$ cat config.mk
export PLATFORM = sky130hd
export DESIGN_NAME = tff_count_ctrl
export DESIGN_NICKNAME = d
export VERILOG_FILES = /design/src/rtl/tff_count_pkg.sv /design/src/rtl/tff_bit.sv /design/src/rtl/tff_count_ctrl.sv
export SDC_FILE = /design/constraint.sdc
export NUM_CORES = 1
export LEC_CHECK = 0
export BUFFER_PORTS_ARGS = -buffer_cell sky130_fd_sc_hd__buf_2
export CORE_MARGIN = 5
export CORE_UTILIZATION = 60
export DETAILED_ROUTE_END_ITERATION = 8
export GPL_TIMING_DRIVEN = 1
export PLACE_DENSITY = 0.84
export RECOVER_POWER = 25
export SLEW_MARGIN = 20
export SYNTH_ARGS = -nofsm -noshare
export SYNTH_HDL_FRONTEND = slang
export SYNTH_SLANG_ARGS = --single-unit
$ cat constraint.sdc
create_clock -name clk -period 5.35 [get_ports clk]
set_input_delay 1.07 -clock clk [delete_from_list [all_inputs] [get_ports clk]]
set_output_delay 1.07 -clock clk [all_outputs]
set_load 0.02 [all_outputs]
$ cat src/rtl/tff_count_pkg.sv
// Shared state encoding, direction constants and the wrapped next-value helper
// for the toggle-flop modulo counter.
package tff_count_pkg;

  typedef enum logic [1:0] {
    IDLE,
    RUN,
    PAUSE,
    DONE
  } state_e;

  localparam logic DIR_UP   = 1'b1;
  localparam logic DIR_DOWN = 1'b0;

  localparam int CNT_MAX_W = 32;
  typedef logic [CNT_MAX_W-1:0] cnt_t;

  // A modulus of 0 stands for 2**WIDTH; callers truncate the result to WIDTH
  // bits, which turns the unmatched compare into the natural binary wrap.
  function automatic cnt_t next_count(input cnt_t cnt, input cnt_t mod, input logic dir);
    cnt_t modM1;
    modM1 = mod - cnt_t'(1);
    if (dir == DIR_UP) begin
      next_count = (cnt == modM1) ? '0 : cnt + cnt_t'(1);
    end else begin
      next_count = (cnt == '0) ? modM1 : cnt - cnt_t'(1);
    end
  endfunction

endpackage

$ cat src/rtl/tff_bit.sv
// Single toggle flip-flop: q inverts on every rising edge where t is high.
module tff_bit (
  input  logic clk,
  input  logic rst_n,
  input  logic t,
  output logic q
);

  always_ff @(posedge clk or negedge rst_n) begin
    if (!rst_n) begin
      q <= 1'b0;
    end else begin
      q <= q ^ t;
    end
  end

endmodule

$ cat src/rtl/tff_count_ctrl.sv
// Sequences a bank of WIDTH toggle flip-flops as a programmable modulo-N
// up/down counter with config handshake, run/pause control and one-shot mode.
module tff_count_ctrl
  import tff_count_pkg::*;
#(
  parameter int WIDTH       = 4,
  parameter int DEFAULT_MOD = 10
) (
  input  logic             clk,
  input  logic             rst_n,
  input  logic             cfg_valid,
  output logic             cfg_ready,
  input  logic [WIDTH-1:0] cfg_mod,
  input  logic             cfg_dir,
  input  logic             cfg_oneshot,
  input  logic             start,
  input  logic             stop,
  output logic [WIDTH-1:0] count,
  output logic [WIDTH-1:0] t_vec,
  output logic             tc,
  output logic             busy,
  output logic             done
);

  state_e           state_q;
  logic [WIDTH-1:0] mod_q;
  logic             dir_q;
  logic             oneshot_q;
  logic             done_q;
  logic             reload_q;

  logic             cfgAccept;
  logic             wrap;
  logic [WIDTH-1:0] modM1;
  logic [WIDTH-1:0] initVal;
  logic [WIDTH-1:0] nextVal;

  for (genvar i = 0; i < WIDTH; i++) begin : g_bank
    tff_bit u_bit (
      .clk  (clk),
      .rst_n(rst_n),
      .t    (t_vec[i]),
      .q    (count[i])
    );
  end

  assign cfg_ready = (state_q == IDLE) || (state_q == DONE);
  assign busy      = (state_q == RUN) || (state_q == PAUSE);
  assign done      = done_q;
  assign cfgAccept = cfg_valid && cfg_ready;

  // A config accept only latches the settings; the bank reloads INIT on the
  // following edge from the stored values, so cfg_* never reaches t_vec.
  always_comb begin
    modM1   = mod_q - WIDTH'(1);
    initVal = (dir_q == DIR_UP) ? '0 : modM1;
    wrap    = (dir_q == DIR_UP) ? (count == modM1) : (count == '0);
    nextVal = WIDTH'(next_count(cnt_t'(count), cnt_t'(mod_q), dir_q));
    tc      = (state_q == RUN) && !stop && wrap;
    t_vec   = '0;
    case (state_q)
      IDLE:  if (reload_q) t_vec = count ^ initVal;
      RUN:   if (!stop) t_vec = count ^ nextVal;
      PAUSE: t_vec = '0;
      DONE:  if (start && !stop) t_vec = count ^ initVal;
    endcase
  end

  always_ff @(posedge clk or negedge rst_n) begin
    if (!rst_n) begin
      state_q   <= IDLE;
      mod_q     <= WIDTH'(DEFAULT_MOD);
      dir_q     <= DIR_UP;
      oneshot_q <= 1'b0;
      done_q    <= 1'b0;
      reload_q  <= 1'b0;
    end else begin
      reload_q <= 1'b0;
      if (cfgAccept) begin
        mod_q     <= cfg_mod;
        dir_q     <= cfg_dir;
        oneshot_q <= cfg_oneshot;
        done_q    <= 1'b0;
        reload_q  <= 1'b1;
        state_q   <= IDLE;
      end else begin
        case (state_q)
          IDLE: begin
            if (start && !stop) state_q <= RUN;
          end
          RUN: begin
            if (stop) begin
              state_q <= PAUSE;
            end else if (wrap && oneshot_q) begin
              state_q <= DONE;
              done_q  <= 1'b1;
            end
          end
          PAUSE: begin
            if (stop) begin
              state_q <= IDLE;
            end else if (start) begin
              state_q <= RUN;
            end
          end
          DONE: begin
            if (start && !stop) begin
              state_q <= RUN;
              done_q  <= 1'b0;
            end
          end
        endcase
      end
    end
  end

endmodule
---- Word-level counts from Yosys, hierarchy flattened ----
Index checks and enable logic that the tools add are counted.
Widths: inputs -> output; s select.
word-level totals
  output and inout port bits .............. 12
  input port bits ......................... 11
  register bits ........................... 14
  RAM bits ................................ 0
  bits in read-only memories .............. 0
  latch bits .............................. 0
  word-level logic and storage cells ...... 67
  memories kept ........................... 0
operators by class
  eq/ne operators ......................... 11
  shifts and indexed selects .............. 0
  reductions and logical operators ........ 14
  add/sub/neg operators ................... 4
  muxes and demuxes ....................... 22
  div/mod/pow operators ................... 0
  multipliers ............................. 0
  $lt $le $gt $ge ......................... 0
  bitwise logic cells ..................... 6
operators with widths
  cell                 count
  $eq 4x32->1          1
  $mux 4               7
  $pmux 4 s4           1
  $mux 2               6
  $sub 4x1->4 const B  2
  $xor 4x4->4          2
  $mux 1               6
  $ne 3x2->1 const B   2
  $pmux 2 s3           1
  $logic_and 1x1->1    5
  $sub 4x1->5 const B  1
  $add 4x1->4 const B  1
  $eq 2x2->1 const B   2
  $eq 4x4->1           1
  $logic_not 4->1      1
  $ne 4x3->1 const B   1
  $ne 4x4->1 const B   1
  $reduce_and 4->1     1
  $xor 1x1->1          4
  $ne 3x1->1 const B   1
  $ne 3x3->1 const B   1
  $reduce_and 3->1     1
  $reduce_bool 3->1    1
  $eq 2x1->1 const B   1
  other kinds (5)      6

---- Longest topological paths before layout ----
Gate-level depths: netlist of the first run.
  depth in word-level cells ............... 8
  mapped depth ............................ 9
  mapped depth without buffers ............ 7

---- Cells and area by module ----
From an unflattened synthesis of the first run, not the netlist that was laid out.
unflattened totals
  cell total of the unflattened synthesis .. 153
  area total of the unflattened synthesis .. 1,298.7 um^2
by module, submodules not included
  module          seq. area each (um^2)  cells an instance  area each (um^2)  instances
  tff_count_ctrl  254.0                  145                1,163.6           1
  tff_bit         25.0                   2                  33.8              4

---- Worst setup path after synthesis of the first run ----
Ideal clock, no wire load.
  kind .................................... input-to-output
  start ................................... input port stop
  end ..................................... output port t_vec[1]
  setup slack ............................. 2.017 ns
  buffers on the path ..................... 2
  arrival time ............................ 2.263 ns
  data required time ...................... 4.280 ns
  stages on the path ...................... 6
  cell sequence ........................... or3b_1 clkbuf_1 o32ai_1 a221oi_2 a21oi_1 buf_4
between the ends
  cells in the longest elaborated chain, start to end .. 4
  elaborated cells on any way between the ends .. 5
  those cells by class .................... 3 x mux; 2 x reduce/logical
ends and longest elaborated chain
  element            RTL line              source
  from (decl)        tff_count_ctrl.sv:17  input logic stop,
  $logic_not 1->1    tff_count_ctrl.sv:65  DONE: if (start && !stop) t_vec = count ^ initVal;
  $logic_and 1x1->1  tff_count_ctrl.sv:65
  $mux 4             tff_count_ctrl.sv:65
  $pmux 4 s4 (*)     tff_count_ctrl.sv:61  case (state_q)
  to (decl)          tff_count_ctrl.sv:19  output logic [WIDTH-1:0] t_vec,
Every way passes the cells marked *; elsewhere a longest branch is shown, timed or not.

---- Worst setup path in the final report of the first run ----
  start ................................... register mod_q[1]
  end ..................................... output port t_vec[2]
between the ends
  cells in the longest elaborated chain, start to end .. 7
  elaborated cells on any way between the ends .. 13
  those cells by class .................... 2 x add/sub; 1 x eq/ne; 8 x mux; 2 x bitwise
ends and longest elaborated chain
  element                 RTL line              source
  from (decl)             tff_count_ctrl.sv:26  logic [WIDTH-1:0] mod_q;
  from (signal assigned)  tff_count_ctrl.sv:72  mod_q <= WIDTH'(DEFAULT_MOD);
  from (signal assigned)  tff_count_ctrl.sv:80  mod_q <= cfg_mod;
  $sub 4x1->5             tff_count_pkg.sv:22   modM1 = mod - cnt_t'(1);
  $eq 4x32->1             tff_count_pkg.sv:24   next_count = (cnt == modM1) ? '0 : cnt + cnt_t'(1);
  $mux 4                  tff_count_pkg.sv:24
  $mux 4                  tff_count_pkg.sv:23   if (dir == DIR_UP) begin
  $xor 4x4->4             tff_count_ctrl.sv:63  RUN: if (!stop) t_vec = count ^ nextVal;
  $mux 4                  tff_count_ctrl.sv:63
  $pmux 4 s4 (*)          tff_count_ctrl.sv:61
Marked as above.

==> impl_summary.md, run 1 <==
Critical path
In this run the critical register-to-register path is captured at g_bank[1].u_bit.q. The critical path ends at t_vec[2]. The kind of end point of the critical path is an output port. The cell class contributing the biggest share of worst-path delay is flip-flops. For the worst setup path, the data required time is 4.28 ns. The signal on the critical path passes through inv_1, ha_1, xor3_1, nor4_4, a21oi_2, mux2i_1, o31ai_2, buf_2. The worst path arrival time is 2.64 ns. The launch point of the critical path is mod_q[1].

The maximum single-stage delay on the critical path is 0.57 ns. Of all nets on the critical path, the largest fanout is 7. The number of stages on the worst setup path is 8. The startpoint of the lowest-slack register-to-register path is mod_q[1]. The count of cells along the worst register-to-register path is 7. The critical path's slowest cell is sky130_fd_sc_hd__dfstp_2. The element type at the critical path start is a flop.

The setup check on the worst reg-to-reg path leaves a slack of 2.95 ns. The kind of critical path is reg -> out. Counting both buffers and inverters, the worst setup path holds a total of 2.

Logic synthesis
Synthesis produced a netlist with a net count of 183. The cell count after synthesis came out at 164. After synthesis, the cell types taking the most area are sky130_fd_sc_hd__dfrtp_1 19%, sky130_fd_sc_hd__ha_1 7.0%, sky130_fd_sc_hd__dfstp_2 5.5%.

The average instance in the mapped netlist occupies 8.74 sq um. The number of flops mapped to enable cells by yosys is 0. The dominant cell by count in the synthesized netlist is sky130_fd_sc_hd__nor2_1.

The main flop type after synthesis is sky130_fd_sc_hd__dfrtp_1. In this run the cell area of the synthesized design comes to 1430 sq um. The synthesized design devotes to its leading area cell type 19.2% of total area. The share of synthesized registers carrying an async set or reset is 100%. Counting instances in the post-synthesis netlist gives the leading cell types as 14 x sky130_fd_sc_hd__nor2_1, 12 x sky130_fd_sc_hd__inv_1, 11 x sky130_fd_sc_hd__a21oi_1, 11 x sky130_fd_sc_hd__dfrtp_1, 11 x sky130_fd_sc_hd__nand2_1. The total number of yosys warnings is 0. In this run, distinct cell masters in the synthesized netlist total 54. The share of the yosys chip area belonging to registers is 24.7%.

The biggest area consumer among synthesized cells is sky130_fd_sc_hd__dfrtp_1. After synthesis the netlist holds a flip-flop and latch count of 14.

Clock tree
Counting the buffers created by CTS gives 3. The post-CTS setup buffer count is 0. The clock transition time at the flip-flop clock pins of the worst setup and hold paths is 0.09 ns.

Counting along the longest clock path gives a buffer depth of 2. The insertion delay of the later-clocked pin in the worst-skew pair is 0.29 ns. Buffers inserted to repair hold after CTS numbered 0. Clock tree synthesis selected as its root buffer the cell sky130_fd_sc_hd__clkbuf_4. The count of H-tree levels built during CTS is 1. The clock tree from TritonCTS is yes.

The number of cells upsized or downsized after cts is 0. The clock sink total is 14.

Die
The initialized floorplan defines 17 standard-cell rows. The die covers 3470 sq um. The horizontal die dimension is 58.9 um. The die is 58.9 um tall. In this run the standard cell core region covers 2250 sq um. The top-level I/O count is 23.

The starting density of the core is 63.5%.

Detailed routing
Summed over all layers, the routed wires come to 3.13 mm. The detailed-routing iteration count for the pre-antenna-repair pass is 4. After the first detailed-routing iteration, the DRC count stood at 68. After detailed routing, the number of vias per cell comes to 6.33. The routed layout has 1278 vias. The remaining antenna violation count is 0. Dividing the detail-routed wire length by the instance count gives 15.5 um. The final routed DRC violation total is 0.

STA
The headroom to the max-slew limit is 34.7%. Setup repair after global routing left no endpoint under its margin. The post-route fraction of the period consumed by the critical path is 69.4%. On the final layout, the worst clock skew is 0.00183 ns. The measured slew at the worst slew-check pin is 0.977 ns. Based on the critical path, the design can be clocked at up to 269 MHz.

The time the worst path needs with I/O delays and setup is 3.71 ns. In the final timing run, aggregate negative setup slack is 0 ns. The number of pins exceeding their max-slew limit in the final report came to 0. Setup violations remaining at the end of the flow were counted as 0. The total count of hold-check failures in the final report is 0.

Place
Once detailed placement completed, the half-perimeter wirelength came to 2.43 mm. The routability congestion estimate is 0.902. Input and output buffers added on the ports amount to 22.

Flow run
The max-capacitance violation count is 0.

GRT
The first global-routing pass estimated 5.35 mm of wire. The number of global-route vias before repair was 1232. The total track usage is 19.4%. The total global routing overflow is 0. The maximum number of pins on one net before global-route repair is 16.

The number of antenna violations at the first check in global routing is 0.

Finish
Summing all multi-input logic gate instances after layout gives 930 sq um. The layout overhead on the synthesized area is 5.33%. The sequential cells in the finished layout cover a total of 354 sq um.

The count of filler cells inserted in the layout is 188. The number of diodes is 0. The share of cells above drive strength 1 is 24.1%. The final layout contains 194 nets.

Hold path
In this run the worst hold path is classified as reg -> reg. The worst hold path stage count is 1.

Status
The run finished with clean final reports.
==> cells in the final DEF (no fill, tap or decap), types with 4 or more instances in the layout <==
cell type / instances
sky130_fd_sc_hd__nor2_1: 14
sky130_fd_sc_hd__xnor2_1: 4
sky130_fd_sc_hd__ha_1: 8
sky130_fd_sc_hd__buf_2: 21
sky130_fd_sc_hd__dfrtp_1: 11
sky130_fd_sc_hd__nor3b_1: 4
sky130_fd_sc_hd__o21ai_0: 7
sky130_fd_sc_hd__inv_1: 12
sky130_fd_sc_hd__a21oi_1: 11
sky130_fd_sc_hd__nor3_1: 4
sky130_fd_sc_hd__o2bb2ai_1: 4
sky130_fd_sc_hd__a22oi_1: 4
sky130_fd_sc_hd__nand2_1: 11
==> state kept, by name, summed over array words and instances (netlist names) <==
signal          count
state_q             2
dir_q               1
g_bank.u_bit.q      4
oneshot_q           1
reload_q            1
done                1
mod_q               4
==> per-layer routing <==
metal  global-route usage (%)  vias to the layer above  wire length, um
met2                     31.1                       61             1500
li1                         -                      611                -
met1                     25.7                      602             1310
met5                        0                        -                0
met3                     2.85                        4              287
met4                     8.74                        0               26
==> layout make-up <==
cell class | instances | share of cell area, %
Clock buffer | 4 | 2.40
Timing Repair Buffer | 22 | 7.21
Multi-Input combinational cell | 122 | 61.6
Sequential cell | 14 | 23.5
Tap cell | 28 | 2.32
Inverter | 12 | 2.99
==> metrics by stage <==
step | instance area [sq um] | hold WS [ns] | utilization, % | setup slack [ns] | std cells
6_report | 1510 | 0.511 | 66.9 | 1.64 | 202
2_1_floorplan | 1430 | 0.505 | - | 2.02 | 164
5_1_grt | 1510 | 0.544 | 66.9 | 1.44 | 202
4_1_cts | 1510 | 0.519 | 67.0 | 1.62 | 202
3_3_place_gp | 1470 | 0.462 | 65.4 | 1.81 | 198
3_5_place_dp | 1470 | 0.495 | 65.4 | 1.74 | 198
==> worst register-to-register path, delay by kind of cell (launching register included) <==
kind | cells | cell delay [ns]
DFF | 1 | 0.57
adders and majority gates | 1 | 0.23
buffers and inverters | 1 | 0.06
AOI/OAI and AO/OA | 3 | 0.67
and+or+nand+nor | 1 | 0.34
xor gates and xnor gates | 1 | 0.43
==> how the worst min path moves through the flow <==
stage,startpoint,endpoint,slack [ns]
after CTS,done,done,0.52
final,done,done,0.51
after detailed placement,done,done,0.50
after global routing,done,done,0.54
after global placement,done,done,0.46
after floorplan,mod_q[1],mod_q[1],0.50
==> cells by family (layout without fill, tap and decap cells) <==
family	count (synthesis)	in the layout	synth area share [%]
DFF	14	14	24.7
adders and majority gates	8	8	6.99
AOI/OAI and AO/OA	50	50	26.1
and+or+nand+nor	49	49	19.2
muxes	6	6	4.45
buffers and inverters	28	38	10.4
xor gates and xnor gates	9	9	8.12
Power of run 1 is not shown: default switching activity piles up to over one toggle a cycle in this logic, so the estimate is an artifact.
==> run 2, diff against run 1 <==
- CORE_UTILIZATION: 60 -> 51
- PLACE_DENSITY: 0.84 -> 0.76
- clock period: 5.35 -> 3.4 ns (I/O delays scaled with it)
==> run 2 against run 1 <==
Setup slack worse by 1.5 ns; largest cell class unchanged; critical endpoint unchanged; wire length is 8.5% higher; utilization is 10 points lower; critical path type unchanged; die area is 15% higher; hold slack worse by 0.079 ns; non-clock buffer count is 4 higher.
==> impl_summary.md, run 2 (same netlist as run 1, synthesis figures left out) <==
Clock tree
In this run, CTS created clock tree buffers numbering 3. The maximum number of buffers from clock root to sink is 2. The cell sitting at the root of the clock tree is a sky130_fd_sc_hd__clkbuf_4. The number of cells upsized or downsized after cts is 0.

CTS built an H-tree with a depth of 1. The clock tree from TritonCTS is yes. Hold repair after CTS inserted 0 buffers. Once the clock tree was built, the setup fixing pass inserted 0 buffers.

The clock transition time at the flip-flop clock pins of the worst setup and hold paths is 0.11 ns. The clock net in this run drives a total of 14 sinks. At the later pin of the worst-skew pair, clock insertion delay measures 0.30 ns.

Detailed routing
In the routed design, unresolved DRC markers number 0. Once detail routing completed, the nets flagged for antenna violations numbered 0. The initial detailed-routing violation count is 153.

The routed via count divided by cell count is 6.11. The average wire length per cell after detail routing is 16.3 um. The wire length reported by the detailed router is 3.40 mm. The detailed-routing iteration count for the pre-antenna-repair pass is 4. Summing over every cut layer, the via total after detailed routing is 1278.

Finish
The total number of nets in the final design is 198. The area growth from synthesis to layout is 8.47%. The post-route netlist has 27.5% of its cells at a drive strength greater than 1. In the layout the commonest cells are 21 x sky130_fd_sc_hd__buf_2, 14 x sky130_fd_sc_hd__nor2_1, 12 x sky130_fd_sc_hd__inv_1, 11 x sky130_fd_sc_hd__a21oi_1, 11 x sky130_fd_sc_hd__nand2_1. The commonest non-fill, non-tap cell in the layout is sky130_fd_sc_hd__buf_2.

The repair_antennas step left the layout with diodes totalling 0. The largest registers in the layout are g_bank.u_bit.q x4, mod_q x4, state_q x2. The layout has 253 filler cells.

Critical path
For the worst setup path, the data required time is 2.72 ns. On the worst path, the slowest cell contributes a delay of 0.57 ns. The signal on the critical path passes through inv_1, ha_2, xor3_1, nor4_4, a21oi_2, mux2i_1, o31ai_2, buf_2. The startpoint of the lowest-slack register-to-register path is mod_q[1]. The kind of end point of the critical path is an output port.

Along the worst path, the maximum fanout reaches 7. The launch point of the critical path is mod_q[1]. The worst path arrival time is 2.56 ns.

The worst setup path is launched from a flop. The critical path's slowest cell is sky130_fd_sc_hd__dfstp_2. The worst setup path is of the reg -> out kind.

STA
The measured slew at the worst slew-check pin is 0.813 ns. The total setup violations reported at the end of the flow is 0. Summed over all failing endpoints, the final setup total negative slack is 0 ns.

Derived from the worst setup path, the maximum achievable clock frequency is 309 MHz. The headroom to the max-slew limit is 45.8%. The post-route fraction of the period consumed by the critical path is 95.2%. The time the worst path needs with I/O delays and setup is 3.24 ns. The number of pins exceeding their max-slew limit in the final report is 0. The total count of hold-check failures in the final report was 0. For the final database, setup skew stands at 0.0209 ns. Setup repair after global routing left no endpoint under its margin.

Hold path
The class of the most critical hold timing path is in -> async.

Die
In this run the vertical extent of the chip is 63 um. The core area is 2730 sq um. The horizontal die dimension is 63 um. 23 I/O pins were placed. The starting density of the core is 52.4%. The initialized floorplan defines 19 standard-cell rows. The die covers 3970 sq um.

GRT
Global routing consumed, on the met2 layer, 29.6% of the routing resources. In the global route stage, overall resource usage came out at 17.4%. The number of global-route vias before repair came to 1191.

The maximum number of pins on one net before global-route repair is 16. The global-route wire length before repair is 5.67 mm. The number of antenna violations at the first check in global routing is 0. The routing layer with the top usage in global route is met2. Global routing used 22.2% of the available met1 tracks.

The total global routing overflow is 0. For this run, global-route usage on met3 was measured as 4.50%.

Place
The routability congestion estimate is 0.945. The count of buffers added on input and output ports is 22. The half-perimeter wire length of the detailed placement result is 2.56 mm.

Flow run
The max-capacitance violation count is 0.

Status
The run finished with clean final reports.
==> run 2: final timing paths <==
check                           cells after the start  slack [ns]                end
worst min-delay path                                1        0.43  g_bank[0].u_bit.q
worst min register to register                      1        0.48               done
min in group clk                                    1        0.48               done
worst max register to register                      7        1.12  g_bank[1].u_bit.q
worst max-delay path                                8        0.16           t_vec[2]
max in group asynchronous                           1        2.42  g_bank[1].u_bit.q
==> run 2: critical path, delay by kind of cell (launching register included) <==
kind	cells	cell delay, ns
AOI/OAI and AO/OA	2	0.35
xor gates and xnor gates	1	0.41
adders and majority gates	1	0.20
buffers and inverters	2	0.25
DFF	1	0.57
muxes	1	0.17
and+or+nand+nor	1	0.30
==> run 2: layout make-up <==
class                   count  area, sq um  area share [%]
inverters                  12         45.0            2.90
clock buffers               4         36.3            2.33
repair buffers             26          139            8.94
flip-flops and latches     14          355            22.9
multi-input cells         122          940            60.5
well taps                  31         38.8            2.50
==> run 2: per-layer routing <==
| metal | up-vias | part of all wire, % |
|---|---|---|
| met5 | - | 0 |
| met4 | 0 | 0.50 |
| met3 | 2 | 7.4 |
| met2 | 53 | 48 |
| met1 | 601 | 44 |
| li1 | 622 | - |
==> run 2: stage by stage <==
step / area, sq um / std cells / setup WS, ns / utilization, % / hold slack [ns]
3_3_place_gp: 1510 / 205 / 0.512 / 55.1 / 0.465
5_1_grt: 1550 / 209 / 0.0315 / 56.8 / 0.486
6_report: 1550 / 209 / 0.165 / 56.8 / 0.432
4_1_cts: 1540 / 209 / 0.105 / 56.5 / 0.278
3_5_place_dp: 1510 / 205 / 0.457 / 55.1 / 0.461
2_1_floorplan: 1430 / 164 / 0.604 / - / 0.384
Power of run 2 is left out for the same reason.
==> run 3, diff against run 2 <==
- ABC_AREA: not set -> 1
- CORE_UTILIZATION: 51 -> 49
- PLACE_DENSITY: 0.76 -> 0.75
==> run 3 against run 2 <==
Wire length decreased by 23%; synthesized cell count increased by 12%; register-to-register slack improved by 0.23 ns; final cell count increased by 9.6%; clock skew decreased by 0.013 ns; setup slack improved by 0.23 ns; hold slack got worse by 0.0038 ns; utilization decreased by 2.0 points; sequential share of layout area increased by 3.7 points; largest cell class unchanged.
==> impl_summary.md, run 3 <==
Clock tree
The post-CTS setup buffer count is 0. The clock tree from TritonCTS is yes. The number of cells upsized or downsized after cts is 0.

The clock passes through at most 2 buffers. The number of clock buffers inserted by TritonCTS is 3. The hold-fix buffer count after cts is 0.

CTS built an H-tree with a depth of 1. The CTS root buffer is sky130_fd_sc_hd__clkbuf_4. At the later pin of the worst-skew pair, clock insertion delay measures 0.29 ns. The clock transition time at the flip-flop clock pins of the worst setup and hold paths is 0.10 ns. The clock sink total is 14.

STA
The total count of hold-check failures in the final report came to 0. The number of pins exceeding their max-slew limit in the final report is 0. The final critical path takes up 88.4% of the cycle. The worst path meets setup with 0.395 ns of slack. The headroom to the max-slew limit is 47.8%.

The time the worst path needs with I/O delays and setup is 3.00 ns. The timing-limited maximum frequency is 333 MHz. The post-route clock skew is 0.00802 ns. For the pin with the worst max-slew slack, the measured transition is 0.783 ns.

On the final layout, the worst hold slack is 0.428 ns. Setup repair after global routing left no endpoint under its margin. After routing, the total negative slack on setup checks comes to 0 ns. Setup violations remaining at the end of the flow were counted as 0.

Logic synthesis
The net count after synthesis is 202. The dominant cell by count in the synthesized netlist is sky130_fd_sc_hd__nand2_1. The commonest cells after synthesis are 62 x sky130_fd_sc_hd__nand2_1, 24 x sky130_fd_sc_hd__nand3_1, 15 x sky130_fd_sc_hd__inv_1. The main flop type after synthesis is sky130_fd_sc_hd__dfrtp_1. After synthesis, the share of flip-flops with an asynchronous set or reset is 100%. A synthesized cell averages 6.67 sq um. The post-synthesis cell count is 183. The area of the mapped netlist is 1220 sq um.

The total number of yosys warnings is 0. The number of flops mapped to enable cells by yosys is 0. The biggest area contributor in the post-synthesis netlist is sky130_fd_sc_hd__dfrtp_1. The unique cell type count in the Yosys netlist is 24. The share of the yosys chip area belonging to registers is 29.0%. Sorting the synthesized cells by area gives the leading types as sky130_fd_sc_hd__dfrtp_1 23%, sky130_fd_sc_hd__nand2_1 19%, sky130_fd_sc_hd__nand3_1 9.8%. Summed over its instances, the top area cell type makes up 22.6% of the synthesized netlist area. In this run, synthesis produced a sequential element count of 14.

Detailed routing
The routed layout has 1186 vias. The wire length reported by the detailed router is 2.63 mm. The remaining antenna violation count is 0. The average wire length per cell after detail routing is 11.5 um. For this run, design rule violations remaining after detail routing come to 0. Dividing the detail-routed via count by the number of cells gives 5.18. The initial detailed-routing violation count is 40.

The detailed-routing iteration count for the pre-antenna-repair pass is 4.

Place
Routability-driven placement finished with a final weighted congestion of 0.851. The wire-length estimate of the detail-placed layout is 2.15 mm. The total of buffers placed on input and output ports is 22.

At the placement stage, the worst setup path has a slack of 0.715 ns.

Power
The combinational power share is 67.2%. IR analysis of the VDD net gives a maximum drop of 659 uV. The power per standard cell area is 1140 nW/um^2. The leakage component of the power is 0.726 nW. The switching part of the total is 55.3%. Summed over all nets, the switching power comes to 0.000842 W. The internal portion of total power is 0.000682 W. The sequential fraction of design power is 24.5%. The design draws 0.00152 W. The clock network fraction of design power is 8.2%.

Critical path
The worst path arrival time is 2.32 ns. The kind of end point of the critical path is an output port. The maximum net fanout on the critical path is 4. The critical path is of the reg -> out type.

The element type at the critical path start is a flop. The data required time of the worst path is 2.72 ns.

Die
During I/O placement, the number of pins put on the boundary was 23. The starting density of the core is 50.2%. The die is 59.9 um wide. The overall die area is 3590 sq um.

The number of cell rows is 18. The core area is 2430 sq um. From bottom edge to top edge, the die measures 59.9 um.

Finish
In the final layout, the share of cells above drive strength 1 is 23.1%. The commonest non-fill, non-tap cell in the layout is sky130_fd_sc_hd__nand2_1. The number of diodes is 0.

The total number of nets in the final design is 219. The library cells used most frequently in the layout, excluding fill and tap cells, are 62 x sky130_fd_sc_hd__nand2_1, 24 x sky130_fd_sc_hd__nand3_1, 21 x sky130_fd_sc_hd__buf_2, 15 x sky130_fd_sc_hd__inv_1, 11 x sky130_fd_sc_hd__dfrtp_1. The count of filler cells inserted in the layout is 261. In the final layout, the registers with the most flip-flops are g_bank.u_bit.q x4, mod_q x4, state_q x2. The layout overhead on the synthesized area is 9.33%.

GRT
Global routing used 16.2% of the available tracks across all layers. The number of antenna violations at the first check in global routing is 0. The number of global-route vias before repair is 1055. The global-route wire length before repair is 4.45 mm.

The maximum number of pins on one net before global-route repair is 15. The total global routing overflow is 0.

Flow run
The max-capacitance violation count is 0.

Status
The run finished with clean final reports.

Hold path
The class of the most critical hold timing path is in -> async.
-- run 3: cell count changes after synthesis, moves of 4 or more --
cell,change
sky130_fd_sc_hd__nand3_2,+6
sky130_fd_sc_hd__a22oi_1,-4
sky130_fd_sc_hd__xnor2_1,-4
sky130_fd_sc_hd__nor3b_1,-4
sky130_fd_sc_hd__nand2_1,+51
sky130_fd_sc_hd__nor2_1,-6
sky130_fd_sc_hd__nand3_1,+22
sky130_fd_sc_hd__a21oi_1,-7
sky130_fd_sc_hd__o2bb2ai_1,-4
sky130_fd_sc_hd__inv_2,+7
-- run 3: final timing paths --
kind,start,end,slack (ns),cells after the start
max reg2reg,state_q[0],state_q[0],1.35,8
max in group asynchronous,rst_n,oneshot_q,2.47,1
min reg2reg,oneshot_q,oneshot_q,0.48,2
max,mod_q[1],t_vec[1],0.40,12
min,rst_n,g_bank[3].u_bit.q,0.43,1
min in group clk,oneshot_q,oneshot_q,0.48,2
-- run 3: area by class of cell --
class                      count  area, sq um  area share, %
tap                           30         37.5           2.81
timing repair buffer          22          109           8.16
clock buffer                   4         36.3           2.72
sequential                    14          354           26.5
inverter                      22         82.6           6.19
multi-input combinational    137          714           53.6
-- run 3: cell families after synthesis --
family | count (synthesis) | share of synthesized area [%]
and+or+nand+nor | 108 | 40.2
buffers and inverters | 32 | 12.4
AOI/OAI and AO/OA | 19 | 8.72
DFF | 14 | 29.0
adders and majority gates | 8 | 8.21
xor gates and xnor gates | 2 | 1.44
-- run 3: power groups by stage --
stage               combinational, W  clock [W]  sequential, W
floorplan                   0.000884          0       0.000347
global placement            0.000999          0       0.000370
detailed placement           0.00103          0       0.000376
CTS                          0.00103   0.000130       0.000372
global route                 0.00117   0.000135       0.000392
finish                       0.00102   0.000126       0.000373
-- run 3: worst max-delay path, cell delays in order, from the launching register on --
cell	delay, ns
sky130_fd_sc_hd__dfstp_2	0.55
sky130_fd_sc_hd__inv_1	0.05
sky130_fd_sc_hd__ha_1	0.30
sky130_fd_sc_hd__xor2_1	0.23
sky130_fd_sc_hd__nand2_1	0.09
sky130_fd_sc_hd__nor2_2	0.14
sky130_fd_sc_hd__nand3_2	0.12
sky130_fd_sc_hd__nand3_1	0.10
sky130_fd_sc_hd__nand2_1	0.05
sky130_fd_sc_hd__nand2_1	0.06
sky130_fd_sc_hd__nand3_2	0.08
sky130_fd_sc_hd__nand2_2	0.09
sky130_fd_sc_hd__buf_2	0.17
-- run 3: stage by stage --
step	utilization, %	instance area [sq um]	cells
CTS	54.9	1340	229
finish	54.8	1330	229
detailed placement	53.4	1300	225
global route	54.8	1330	229
global placement	53.4	1300	225
floorplan	-	1220	183
-- run 3: metal layers --
layer | routed length, um | part of all wire (%) | track usage [%] | up-vias
li1 | - | - | - | 617
met1 | 1160 | 44 | 20.6 | 535
met2 | 1280 | 49 | 28.2 | 30
met3 | 154 | 5.9 | 2.38 | 4
met4 | 31 | 1.2 | 4.75 | 0
met5 | 0 | 0 | 0 | -
No activity file was read; power rests on OpenSTA's default activity.
